### config.mk
export PLATFORM = sky130hd
export DESIGN_NAME = pixel_addr_gen_flat
export DESIGN_NICKNAME = d
export VERILOG_FILES = /design/src/rtl/pixel_addr_gen_pkg.sv /design/src/rtl/pixel_addr_gen_if.sv /design/src/rtl/pixel_addr_gen_pipe.sv /design/src/rtl/pixel_addr_gen.sv /design/src/flat_wrapper.sv
export SDC_FILE = /design/constraint.sdc
export NUM_CORES = 1
export LEC_CHECK = 0
export ABC_AREA = 1
export BUFFER_PORTS_ARGS = -buffer_cell sky130_fd_sc_hd__buf_4
export CORE_AREA = 2 2 217 219
export CTS_BUF_LIST = sky130_fd_sc_hd__clkbuf_16
export DETAILED_ROUTE_END_ITERATION = 10
export DIE_AREA = 0 0 219 221
export PLACE_DENSITY = 0.66
export SLEW_MARGIN = 25
export SYNTH_ARGS = -nofsm -noshare
export SYNTH_HDL_FRONTEND = slang
export SYNTH_SLANG_ARGS = --single-unit
### constraint.sdc
create_clock -name clk -period 4.8 [get_ports clk]
set_input_delay 0.96 -clock clk [delete_from_list [all_inputs] [get_ports clk]]
set_output_delay 0.96 -clock clk [all_outputs]
set_load 0.05 [all_outputs]
### src/rtl/pixel_addr_gen_pkg.sv
// pixel_addr_pkg: shared definitions for the pixel address generator.
//   state_t        : walk FSM states (IDLE/RUN/DRAIN/DONE)
//   DEF_*BITS      : default widths used by pixel_addr_gen and its interface
//   DEFAULT_STRIDE : row pitch of the original fixed 640-wide frame (+1 guard)
package pixel_addr_pkg;

  typedef enum logic [1:0] {
    IDLE  = 2'd0,
    RUN   = 2'd1,
    DRAIN = 2'd2,
    DONE  = 2'd3
  } state_t;

  localparam int DEF_XBITS     = 10;
  localparam int DEF_YBITS     = 10;
  localparam int DEF_PIXELBITS = 6;
  localparam int DEF_ADDRBITS  = 32;

  localparam int DEFAULT_STRIDE = 641;

endpackage

### src/rtl/pixel_addr_gen_if.sv
// pixel_addr_gen_if: address output channel (valid/ready) from the generator
// to the SDRAM write master.
//   addr       : byte address
//   addr_x/y   : pixel coordinate belonging to addr
//   addr_valid : addr/addr_x/addr_y are valid
//   addr_ready : consumer accepts the current output
// master = generator side, slave = consumer side.
interface pixel_addr_gen_if #(
  parameter int XBITS    = 10,
  parameter int YBITS    = 10,
  parameter int ADDRBITS = 32
) ();

  logic [ADDRBITS-1:0] addr;
  logic [XBITS-1:0]    addr_x;
  logic [YBITS-1:0]    addr_y;
  logic                addr_valid;
  logic                addr_ready;

  modport master (
    output addr, addr_x, addr_y, addr_valid,
    input  addr_ready
  );

  modport slave (
    input  addr, addr_x, addr_y, addr_valid,
    output addr_ready
  );

endinterface

### src/rtl/pixel_addr_gen_pipe.sv
// addr_pipe: two-stage multiply-add pipeline for pixel addresses.
//   stage 1: lin  = y * stride + x          (full width XBITS+YBITS+2)
//   stage 2: addr = offset + pixel_size*lin (modulo 2^ADDRBITS)
// The x/y coordinate travels alongside the arithmetic. Both stages share one
// enable; when en is low every register holds, which keeps the outputs stable
// while the consumer stalls.
// Ports:
//   clk, rst (sync, active-high), en (advance), in_valid/in_x/in_y (issued
//   coordinate), stride/pixel_size/offset (latched walk configuration),
//   s1_valid (stage 1 occupied), out_valid/out_addr/out_x/out_y (stage 2).
module addr_pipe #(
  parameter int XBITS     = 10,
  parameter int YBITS     = 10,
  parameter int PIXELBITS = 6,
  parameter int ADDRBITS  = 32
) (
  input  logic                 clk,
  input  logic                 rst,
  input  logic                 en,
  input  logic                 in_valid,
  input  logic [XBITS-1:0]     in_x,
  input  logic [YBITS-1:0]     in_y,
  input  logic [XBITS:0]       stride,
  input  logic [PIXELBITS-1:0] pixel_size,
  input  logic [ADDRBITS-1:0]  offset,
  output logic                 s1_valid,
  output logic                 out_valid,
  output logic [ADDRBITS-1:0]  out_addr,
  output logic [XBITS-1:0]     out_x,
  output logic [YBITS-1:0]     out_y
);

  localparam int LINBITS = XBITS + YBITS + 2;

  logic [LINBITS-1:0]  lin_d;
  logic [LINBITS-1:0]  s1_lin;
  logic [XBITS-1:0]    s1_x;
  logic [YBITS-1:0]    s1_y;
  logic [ADDRBITS-1:0] addr_d;

  always_comb begin
    lin_d  = LINBITS'(in_y) * LINBITS'(stride) + LINBITS'(in_x);
    // Truncation of lin (if ever wider than the address) does not change the
    // result modulo 2^ADDRBITS.
    addr_d = offset + ADDRBITS'(pixel_size) * ADDRBITS'(s1_lin);
  end

  always_ff @(posedge clk) begin
    if (rst) begin
      s1_valid  <= 1'b0;
      s1_lin    <= '0;
      s1_x      <= '0;
      s1_y      <= '0;
      out_valid <= 1'b0;
      out_addr  <= '0;
      out_x     <= '0;
      out_y     <= '0;
    end else if (en) begin
      s1_valid  <= in_valid;
      s1_lin    <= lin_d;
      s1_x      <= in_x;
      s1_y      <= in_y;
      out_valid <= s1_valid;
      out_addr  <= addr_d;
      out_x     <= s1_x;
      out_y     <= s1_y;
    end
  end

endmodule

### src/rtl/pixel_addr_gen.sv
// pixel_addr_gen: walks a rectangular pixel region in raster order and emits
// offset + pixel_size * (y * stride + x) per pixel over a valid/ready channel.
// Ports:
//   clk, rst (sync, active-high)
//   start + x_start/x_end/y_start/y_end/stride/pixel_size/offset: walk request
//     and configuration, latched when start is accepted in IDLE
//   addr_if (master): addr, addr_x, addr_y, addr_valid out; addr_ready in
//   busy: walk in progress; done: end-of-walk pulse; err: rejection pulse
// Build option: define PIXEL_ADDR_GEN_BOUNDS_CHECK_EN to reject regions with
// x_end < x_start, y_end < y_start, x_end >= stride or pixel_size == 0.
// Without it err is constant 0.
//
// state | meaning
// IDLE  | waiting for start
// RUN   | issuing one coordinate per non-stalled cycle
// DRAIN | last coordinate issued, waiting for the pipeline to empty
// DONE  | done pulse high for one cycle, busy drops on exit
module pixel_addr_gen
  import pixel_addr_pkg::*;
#(
  parameter int XBITS     = DEF_XBITS,
  parameter int YBITS     = DEF_YBITS,
  parameter int PIXELBITS = DEF_PIXELBITS,
  parameter int ADDRBITS  = DEF_ADDRBITS
) (
  input  logic                 clk,
  input  logic                 rst,
  input  logic                 start,
  input  logic [XBITS-1:0]     x_start,
  input  logic [XBITS-1:0]     x_end,
  input  logic [YBITS-1:0]     y_start,
  input  logic [YBITS-1:0]     y_end,
  input  logic [XBITS:0]       stride,
  input  logic [PIXELBITS-1:0] pixel_size,
  input  logic [ADDRBITS-1:0]  offset,
  output logic                 busy,
  output logic                 done,
  output logic                 err,
  pixel_addr_gen_if.master     addr_if
);

  state_t               state;
  logic [XBITS-1:0]     x_start_q, x_end_q, x_cnt;
  logic [YBITS-1:0]     y_end_q, y_cnt;
  logic [XBITS:0]       stride_q;
  logic [PIXELBITS-1:0] pixel_size_q;
  logic [ADDRBITS-1:0]  offset_q;
  logic                 stall;
  logic                 issue;
  logic                 s1_valid;
  logic                 reject;

  // The pipeline and the counter freeze together while an output waits.
  assign stall = addr_if.addr_valid & ~addr_if.addr_ready;
  assign issue = (state == RUN) & ~stall;

`ifdef PIXEL_ADDR_GEN_BOUNDS_CHECK_EN
  assign reject = (x_end < x_start) | (y_end < y_start) |
                  ({1'b0, x_end} >= stride) | (pixel_size == '0);
`else
  assign reject = 1'b0;
`endif

  always_ff @(posedge clk) begin
    if (rst) begin
      state        <= IDLE;
      busy         <= 1'b0;
      done         <= 1'b0;
      err          <= 1'b0;
      x_start_q    <= '0;
      x_end_q      <= '0;
      y_end_q      <= '0;
      stride_q     <= '0;
      pixel_size_q <= '0;
      offset_q     <= '0;
      x_cnt        <= '0;
      y_cnt        <= '0;
    end else begin
      done <= 1'b0;
      err  <= 1'b0;
      case (state)
        IDLE: begin
          if (start) begin
            x_start_q    <= x_start;
            x_end_q      <= x_end;
            y_end_q      <= y_end;
            stride_q     <= stride;
            pixel_size_q <= pixel_size;
            offset_q     <= offset;
            if (reject) begin
              err <= 1'b1;
            end else begin
              x_cnt <= x_start;
              y_cnt <= y_start;
              busy  <= 1'b1;
              state <= RUN;
            end
          end
        end
        RUN: begin
          if (!stall) begin
            if (x_cnt == x_end_q) begin
              x_cnt <= x_start_q;
              if (y_cnt == y_end_q) state <= DRAIN;
              else                  y_cnt <= y_cnt + YBITS'(1);
            end else begin
              x_cnt <= x_cnt + XBITS'(1);
            end
          end
        end
        DRAIN: begin
          // Empty pipe means the final address has already handshaken.
          if (!s1_valid && !addr_if.addr_valid) begin
            done  <= 1'b1;
            state <= DONE;
          end
        end
        DONE: begin
          busy  <= 1'b0;
          state <= IDLE;
        end
        default: state <= IDLE;
      endcase
    end
  end

  addr_pipe #(
    .XBITS     (XBITS),
    .YBITS     (YBITS),
    .PIXELBITS (PIXELBITS),
    .ADDRBITS  (ADDRBITS)
  ) u_pipe (
    .clk        (clk),
    .rst        (rst),
    .en         (~stall),
    .in_valid   (issue),
    .in_x       (x_cnt),
    .in_y       (y_cnt),
    .stride     (stride_q),
    .pixel_size (pixel_size_q),
    .offset     (offset_q),
    .s1_valid   (s1_valid),
    .out_valid  (addr_if.addr_valid),
    .out_addr   (addr_if.addr),
    .out_x      (addr_if.addr_x),
    .out_y      (addr_if.addr_y)
  );

endmodule

### src/flat_wrapper.sv
// flat-port wrapper written by rule: the top's interface ports become plain ports
module pixel_addr_gen_flat import pixel_addr_pkg::*;
#(
  parameter int XBITS     = DEF_XBITS,
  parameter int YBITS     = DEF_YBITS,
  parameter int PIXELBITS = DEF_PIXELBITS,
  parameter int ADDRBITS  = DEF_ADDRBITS
)
  (clk, rst, start, x_start, x_end, y_start, y_end, stride, pixel_size, offset, busy, done, err, addr_if_addr, addr_if_addr_x, addr_if_addr_y, addr_if_addr_valid, addr_if_addr_ready);
  pixel_addr_gen_if #(.XBITS(XBITS), .YBITS(YBITS), .ADDRBITS(ADDRBITS)) addr_if_i ();
  input  logic clk;
  input  logic rst;
  input  logic start;
  input  logic [XBITS-1:0] x_start;
  input  logic [XBITS-1:0] x_end;
  input  logic [YBITS-1:0] y_start;
  input  logic [YBITS-1:0] y_end;
  input  logic [XBITS:0] stride;
  input  logic [PIXELBITS-1:0] pixel_size;
  input  logic [ADDRBITS-1:0] offset;
  output logic busy;
  output logic done;
  output logic err;
  output wire logic [$bits(addr_if_i.addr)-1:0] addr_if_addr;
  output wire logic [$bits(addr_if_i.addr_x)-1:0] addr_if_addr_x;
  output wire logic [$bits(addr_if_i.addr_y)-1:0] addr_if_addr_y;
  output wire logic [$bits(addr_if_i.addr_valid)-1:0] addr_if_addr_valid;
  input wire logic [$bits(addr_if_i.addr_ready)-1:0] addr_if_addr_ready;
  assign addr_if_addr = addr_if_i.addr;
  assign addr_if_addr_x = addr_if_i.addr_x;
  assign addr_if_addr_y = addr_if_i.addr_y;
  assign addr_if_addr_valid = addr_if_i.addr_valid;
  assign addr_if_i.addr_ready = addr_if_addr_ready;
  pixel_addr_gen #(.XBITS(XBITS), .YBITS(YBITS), .PIXELBITS(PIXELBITS), .ADDRBITS(ADDRBITS)) u_core (.clk(clk), .rst(rst), .start(start), .x_start(x_start), .x_end(x_end), .y_start(y_start), .y_end(y_end), .stride(stride), .pixel_size(pixel_size), .offset(offset), .busy(busy), .done(done), .err(err), .addr_if(addr_if_i));
endmodule
==> metrics.yaml <==
yosys:
  synth-seq-cells: 199
  async_flop_share: 0
  syn_area_per_cell_um2: 6.85
  synth_cells: 2666
  synth_flop_cell: "dfxtp_1"
  synth-edff-count: 0
  syn_area_mm2: 0.0183
  synth_cell_type_count: 36
  syn-num-nets: 3060
  ys_seq_area_frac: 0.218
  ys_warn_count: 0
power:
  power.density_mw_per_mm2: 482
  p_leak_uw: 0.0127
  total_power_uw: 10200
  ir_drop_uv: 362
routing:
  antenna_left: 0
  routed_via_density: 4.77
  drt_wl_total_um: 51600
  vias: 16400
  firstDrtPassIters: 5
  drtIter0Drc: 955
  wl_per_cell_um: 15.0
  drc: 0
floorplanning:
  die_y_um: 221
  coreArea_mm2: 0.0461
  die_area_mm2: 0.0484
  fp.dieW_um: 219
  initial_core_util: 0.397
  row_count: 79
  io_pins: 149
place:
  gp_congestion: 0.931
  portBuffers: 147
  dp_hpwl_um: 41600
sta:
  slew_headroom: 0.318
  rsz0062_at_grt: "yes"
  worst_slew_pin_slew_ps: 1020
  whs_ps: 474
  fin_skew_ps: 15.8
  report.final.slew_viol_count: 0
  clock.fmax_mhz: 217
  setup_viol: 0
  finalCritPeriodShare: 0.962
  finalCriticalPeriod_ps: 4620
  timing_hold_violations_final: 0
finish:
  nets: 3202
  antenna_cells: 0
  final_cell_mix: "inv_1, nand2_1, nor2_1"
  drive_above_1_share: 0.110
  final_common_cell: "inv_1"
  area_growth_pct: 15.8
cts:
  numCtsBuffers: 17
  cts-hold-fix-buffers: 0
  htreeDepth: 4
  cts_sinks: 199
  cts_buffer_depth: 2
  clk_latency_ps: 480
  clkTransAtPathRegs_ps: 90
  root_buffer: "clkbuf_16"
  cts_tree: "built"
setup_path:
  slowest_stage: "fa_1"
  worstPathMaxFanout: 7
  cp-start-kind: "flip-flop"
  crit_top_cell: "fa_1"
  critPathMaxStageDelay_ps: 550
  crit_chain: "buf_4 > nand2_1 > fa_1 > inv_1 > fa_1 > fa_1 > fa_1 > inv_1 > fa_1 > inv_1 > ha_4 > nand2_2 > a21oi_1 > nor2_1 > nand3_2 > buf_4 > xor2_1 > o21bai_1 > inv_1"
  critPathKind: "reg -> reg"
  cp.required_ps: 5180
  critPathArrivalTime_ps: 5000
  endpoint_kind: "flip-flop"
global_routing:
  antenna_found_initial: 0
  grt.total_usage: 0.219
  grt-ovfl-total: 0
  grt_pass1_wl_um: 84200
  grt_pass1_vias: 16400
  grt_start_max_net_pins: 93
run:
  max-cap-violations: 0
min_path:
  holdCritPathClass: "reg -> reg"
status:
  status: "complete, no violations"
report_power, final:
part	internal, µW	total [µW]	switching (µW)
sequential	2140	2630	498
combinational	2230	6020	3790
clock	756	1540	780
per-stage QoR:
step / utilization / cells / setup WS [ps] / cell area, µm² / TNS (ps)
2_1_floorplan: - / 2666 / 44.9 / 18300 / 0
3_3_place_gp: 0.441 / 3390 / 101 / 20300 / 0
3_5_place_dp: 0.441 / 3390 / -9.13 / 20300 / -9.13
4_1_cts: 0.455 / 3422 / 3.15 / 21000 / 0
5_1_grt: 0.459 / 3428 / -24.2 / 21200 / -32.8
6_report: 0.459 / 3428 / 184 / 21200 / 0
layout make-up:
class / count / area (µm²)
fill: 4753 / 24900
multi-input combinational: 1694 / 11500
sequential: 199 / 4010
inverter: 668 / 2510
timing repair buffer: 228 / 1770
tap: 607 / 759
clock buffer: 17 / 425
clock inverter: 15 / 206
cells by family (layout without fill, tap and decap cells):
group,count (synthesis),count (layout),share of synthesized area
other cells,1,1,0.000205
compound gates,368,368,0.108
simple gates,990,990,0.213
xor+xnor,34,34,0.0163
buf+inv,773,928,0.161
flops,199,199,0.218
fa+ha+maj,301,301,0.283
path summary, 6_finish.rpt:
| path | start | endpoint | slack [ps] | depth (start not counted) |
|---|---|---|---|---|
| max | u_core.y_cnt[3]$_SDFFE_PP0P_ | u_core.u_pipe.s1_lin[12]$_SDFFE_PP0N_ | 180 | 19 |
| min | u_core.offset_q[31]$_SDFFE_PP0P_ | u_core.offset_q[31]$_SDFFE_PP0P_ | 470 | 2 |
| max reg2reg | u_core.y_cnt[3]$_SDFFE_PP0P_ | u_core.u_pipe.s1_lin[12]$_SDFFE_PP0N_ | 180 | 19 |
| min reg2reg | u_core.offset_q[31]$_SDFFE_PP0P_ | u_core.offset_q[31]$_SDFFE_PP0P_ | 470 | 2 |
repair_timing:
action	CTS	global route
gates resized for setup	5	47
setup buffers	0	6
pin swaps	0	11
setup endpoints to repair	3	34
flip-flops by register name, summed over array words and instances, names as in the netlist:
name / flops
u_core.offset_q: 32
u_core.stride_q: 11
u_core.u_pipe.out_valid: 1
u_core.x_end_q: 10
u_core.busy: 1
u_core.y_cnt: 10
u_core.x_start_q: 10
u_core.u_pipe.out_addr: 32
u_core.u_pipe.out_x: 10
u_core.x_cnt: 10
u_core.done: 1
u_core.u_pipe.s1_lin: 22
u_core.u_pipe.s1_x: 10
u_core.u_pipe.out_y: 10
u_core.u_pipe.s1_valid: 1
u_core.pixel_size_q: 6
u_core.u_pipe.s1_y: 10
u_core.y_end_q: 10
u_core.state: 2
synthesized netlist by cell type, types with 24 or more instances:
library cell	count	area (µm²)
nand3_1	92	460
o21bai_1	33	248
clkbuf_1	89	334
inv_1	665	2500
o21ai_0	195	976
nor2_1	240	901
xor2_1	24	210
nand2_1	632	2370
ha_1	114	1430
fa_1	187	3740
a21oi_1	121	606
dfxtp_1	199	3980
worst max-delay path, delay by kind of cell (launching register included):
kind            cells  cell delay [ps]
xor+xnor            1              150
buf+inv             6              530
compound gates      2              180
flops               1              350
fa+ha+maj           6             2830
simple gates        4              460
per-layer routing:
layer / vias to the layer above / part of all wire / track usage
met3: 66 / 0.037 / 0.0283
li1: 8175 / - / -
met5: - / 0 / 0
met1: 7762 / 0.45 / 0.280
met2: 358 / 0.49 / 0.383
met4: 0 / 0.023 / 0.0652
Power figures use the tool's default switching activity.
